[src/rtl/nes_joypad_serializer.sv]
// Purpose: two CD4021-style NES controller ports ($4016/$4017) fed from parallel USB-decoded buttons.
// Latency: a strobe write or read pulse takes effect at the next edge; the serial bits come straight from flops.
// Backpressure: none; the CPU bus events are single-cycle pulses that are always accepted.
//
// Ports:
//   i_clk, i_reset            single clock, synchronous active-high reset
//   i_btn0, i_btn1            parallel button state {R,L,D,U,Start,Select,B,A}
//   i_wr_strobe, i_wr_data    CPU write to $4016 and its bit 0 (new strobe level)
//   i_rd0, i_rd1              CPU read pulses for $4016 / $4017
//   o_rd_data0, o_rd_data1    current serial bit of each port (registered)
//   o_latched                 1-cycle pulse when a snapshot is taken on strobe 1->0
module nes_joypad_serializer #(
    parameter logic C_FILL_BIT   = 1'b1,
    parameter bit   C_BTN_ACTLOW = 1'b0
) (
    input  logic       i_clk,
    input  logic       i_reset,
    input  logic [7:0] i_btn0,
    input  logic [7:0] i_btn1,
    input  logic       i_wr_strobe,
    input  logic       i_wr_data,
    input  logic       i_rd0,
    input  logic       i_rd1,
    output logic       o_rd_data0,
    output logic       o_rd_data1,
    output logic       o_latched
);

    logic       r_strobe;
    logic [7:0] r_sh0;
    logic [7:0] r_sh1;
    logic       r_latched;

    logic [7:0] btn0_eff;
    logic [7:0] btn1_eff;
    logic       set_wr;
    logic       fall_wr;
    logic       shift0;
    logic       shift1;

    always_comb begin
        btn0_eff = C_BTN_ACTLOW ? ~i_btn0 : i_btn0;
        btn1_eff = C_BTN_ACTLOW ? ~i_btn1 : i_btn1;

        // A write that sets or keeps the strobe high takes priority over a
        // same-cycle read, so that read must not shift.
        set_wr  = i_wr_strobe & i_wr_data;

        // Falling edge of the strobe: only a 0-write while the strobe is high.
        fall_wr = i_wr_strobe & ~i_wr_data & r_strobe;

        // While the strobe is high the register is reloaded every cycle
        // (including the falling-strobe cycle), so reads never shift then.
        shift0  = ~r_strobe & i_rd0 & ~set_wr;
        shift1  = ~r_strobe & i_rd1 & ~set_wr;
    end

    always_ff @(posedge i_clk) begin
        if (i_reset) begin
            r_strobe  <= 1'b0;
            r_sh0     <= {8{C_FILL_BIT}};
            r_sh1     <= {8{C_FILL_BIT}};
            r_latched <= 1'b0;
        end else begin
            if (i_wr_strobe) begin
                r_strobe <= i_wr_data;
            end

            r_latched <= fall_wr;

            if (r_strobe) begin
                r_sh0 <= btn0_eff;
            end else if (shift0) begin
                r_sh0 <= {C_FILL_BIT, r_sh0[7:1]};
            end

            if (r_strobe) begin
                r_sh1 <= btn1_eff;
            end else if (shift1) begin
                r_sh1 <= {C_FILL_BIT, r_sh1[7:1]};
            end
        end
    end

    // The CPU samples in the read cycle itself, so the pre-shift bit is what it sees.
    assign o_rd_data0 = r_sh0[0];
    assign o_rd_data1 = r_sh1[0];
    assign o_latched  = r_latched;

endmodule

[config.mk]
export PLATFORM = sky130hd
export DESIGN_NAME = nes_joypad_serializer
export DESIGN_NICKNAME = d
export VERILOG_FILES = /design/src/rtl/nes_joypad_serializer.sv
export SDC_FILE = /design/constraint.sdc
export NUM_CORES = 1
export LEC_CHECK = 0
export ABC_CLOCK_PERIOD_IN_PS = 1900
export CAP_MARGIN = 20
export CORE_UTILIZATION = 45
export CTS_CLUSTER_DIAMETER = 40
export DETAILED_ROUTE_END_ITERATION = 12
export PLACE_DENSITY = 0.82
export SLEW_MARGIN = 20
export SYNTH_ARGS = -nofsm -noshare
export SYNTH_HDL_FRONTEND = slang
export SYNTH_SLANG_ARGS = --single-unit
export TNS_END_PERCENT = 5
[constraint.sdc]
create_clock -name i_clk -period 1.9 [get_ports i_clk]
set_input_delay 0.19 -clock i_clk [delete_from_list [all_inputs] [get_ports i_clk]]
set_output_delay 0.19 -clock i_clk [all_outputs]
set_load 0.01 [all_outputs]
==> reports/metrics.csv <==
metric,value,unit
floorplan row count,14,
I/O pins,25,
drt via density,5.478,
Netlist cell types,16,
number of synthesized register bits,18,
synth-to-layout area growth,34.32,%
layout cells sized above 1,0.08475,
vias in the first global route,622,
DR WL/cell,12.21,um
Iter 0 DRT Violations,20,
crit path time final,1.357,ns
Setup WS pre-CTS,0.3063,ns
largest net degree at the start of global routing,21,
"Avg Cell Area, Syn",8.532,um^2
WP buf/inv,1,
Clock Sinks,18,
Synth Instances,94,
Final Hold Viols,0,
post-CTS setup buffers,0,
critical path peak fanout,2,
clk_skew,0.001717,ns
Syn. warnings,0,
Worst Tran Pin Value,0.8716,ns
IO Port Bufs,24,
CTS tree,yes,
DRC,0,
clock tree root buffer cell,clkbuf_4,
critical path arrival,1.17,ns
CP Launch Type,flop,
fillcell total,131,
final number of setup-violating endpoints,0,
slowest CP cell,clkdlybuf4s50_1,
synth cell count leaders,"nand2_1 (28), dfxtp_1 (18), a31oi_1 (14), nor3b_1 (14)",
Routability Congestion,0.7564,
kind of critical path,flop to primary output,
CTS max path bufs,2,
PD cells,749.6,nW/um^2
initial antenna violation count,0,
post-synth net total,116,
Post-DRT Antenna Nets,0,
outcome,finished clean,
ys async rst share,0,
first-pass GRT wire length,2760,um
Register Area,360.3,um^2
Main synth FF type,dfxtp_1,
H-tree levels,1,
"delay-heaviest family, CP",buffers and inverters,
area of the multi-input gates,405.4,um^2
synthesized area,802.0,um^2
Congestion Overflow GR,0,
setup ws final,0.5431,ns
final WL,1636,um
most frequent cell after synthesis,nand2_1,
Synth top area share,0.4493,
Final #Nets,141,
post-CTS resize count,0,
number of synthesized flops with an enable pin,0,
Hold Path Class,flop to flop,
Die ar.,1955,um^2
Total GRT Usage,0.1963,
Max VDD drop,0.0005601,V
Post-DP HPWL,1118,um
DR pass1 iterations,6,
sequential share of the synthesized area,0.4493,
Starting Density,0.5087,
Die Y,44.22,um
Worst-path clk slew,0.10,ns
synth top area cells,"dfxtp_1 (45%), nand2_1 (13%), nor3b_1 (13%)",
Max Fclk,737.0,MHz
cell taking the most area after synthesis,dfxtp_1,
core area,1577,um^2
CP endpoint kind,primary output,
DR vias,734,
post-route setup TNS,0,ns
Final Cycle Share,0.7142,
critical path required time,1.71,ns
worst skew pair latency,0.29,ns
TritonCTS buffer count,3,
Final Slew Violations,0,
slowest cell delay on critical path,0.53,ns
leakage power,0.0004434,uW
RSZ-0062 raised after global routing,false,
antenna cells,0,
hold-fix buffers at CTS,0,
Max-cap violations,0,
Horiz. Die Dim,44.22,um
Slew HR,0.4168,
worst path cell trace,clkdlybuf4s50_1,
registers in the layout (all words and copies together), names as in the netlist:
signal     count
o_latched      1
r_sh0          8
r_sh1          8
r_strobe       1
through the flow:
stage	util	total power (uW)	hold slack (ns)	cells	cell area (um^2)
2_1_floorplan	-	512.3	0.2657	94	802.0
3_3_place_gp	0.6603	575.2	0.4562	130	1041
3_5_place_dp	0.6603	579.3	0.4681	130	1041
4_1_cts	0.6833	812.3	0.4839	134	1077
5_1_grt	0.6833	850.8	0.5040	134	1077
6_report	0.6833	807.5	0.4824	134	1077
power by group:
| part | leakage [uW] | switching (uW) | total (uW) | internal, uW |
|---|---|---|---|---|
| registers | 0.000149 | 14.8 | 423 | 408 |
| clock network | 0.0000210 | 119 | 236 | 117 |
| logic | 0.000274 | 63.9 | 149 | 84.6 |
| total | 0.000443 | 198 | 808 | 609 |
cell type report:
cell class,instances,area share
clock buffer,4,0.03368
tap,16,0.01858
sequential,18,0.3345
multi-input combinational,70,0.3763
timing repair buffer,26,0.2369
cell usage in the layout, fill, tap and decap left out:
cell | synthesis | final
a31oi_1 | 14 | 14
nor3b_1 | 14 | 14
nor3_1 | 2 | 2
clkbuf_8 | 0 | 1
nor4bb_1 | 1 | 1
o21bai_1 | 2 | 2
mux2i_1 | 1 | 1
dfxtp_1 | 18 | 18
a21boi_2 | 2 | 2
clkbuf_4 | 0 | 3
nand2_1 | 28 | 28
clkdlybuf4s50_1 | 0 | 24
buf_4 | 1 | 2
a21bo_2 | 2 | 2
nor2_1 | 2 | 2
nor2b_1 | 2 | 2
per-layer routing:
| layer | up-vias | wire, um | GRT usage |
|---|---|---|---|
| met5 | - | 0 | 0 |
| met2 | 22 | 725 | 0.2618 |
| met1 | 330 | 812 | 0.2857 |
| met4 | 0 | 36 | 0.1273 |
| met3 | 4 | 61 | 0.03673 |
| li1 | 378 | - | - |
final timing paths:
check,cells past startpoint,slack [ns],endpoint,startpoint
worst max-delay path,1,0.54,o_rd_data0,r_sh0[0]
worst min-delay path,2,0.48,r_sh0[3],r_sh0[4]
worst max register to register,2,0.57,r_sh1[5],r_strobe
worst min register to register,2,0.48,r_sh0[3],r_sh0[4]
kinds of logic (layout without fill, tap and decap cells):
logic type             after synthesis  after routing  share of synthesized area
and+or+nand+nor                     49             49                     0.3120
buffers and inverters                6             30                    0.04525
muxes                                1              1                    0.01248
DFF                                 18             18                     0.4493
AOI/OAI and AO/OA                   20             20                     0.1810
(Power assumes the default switching activity.)
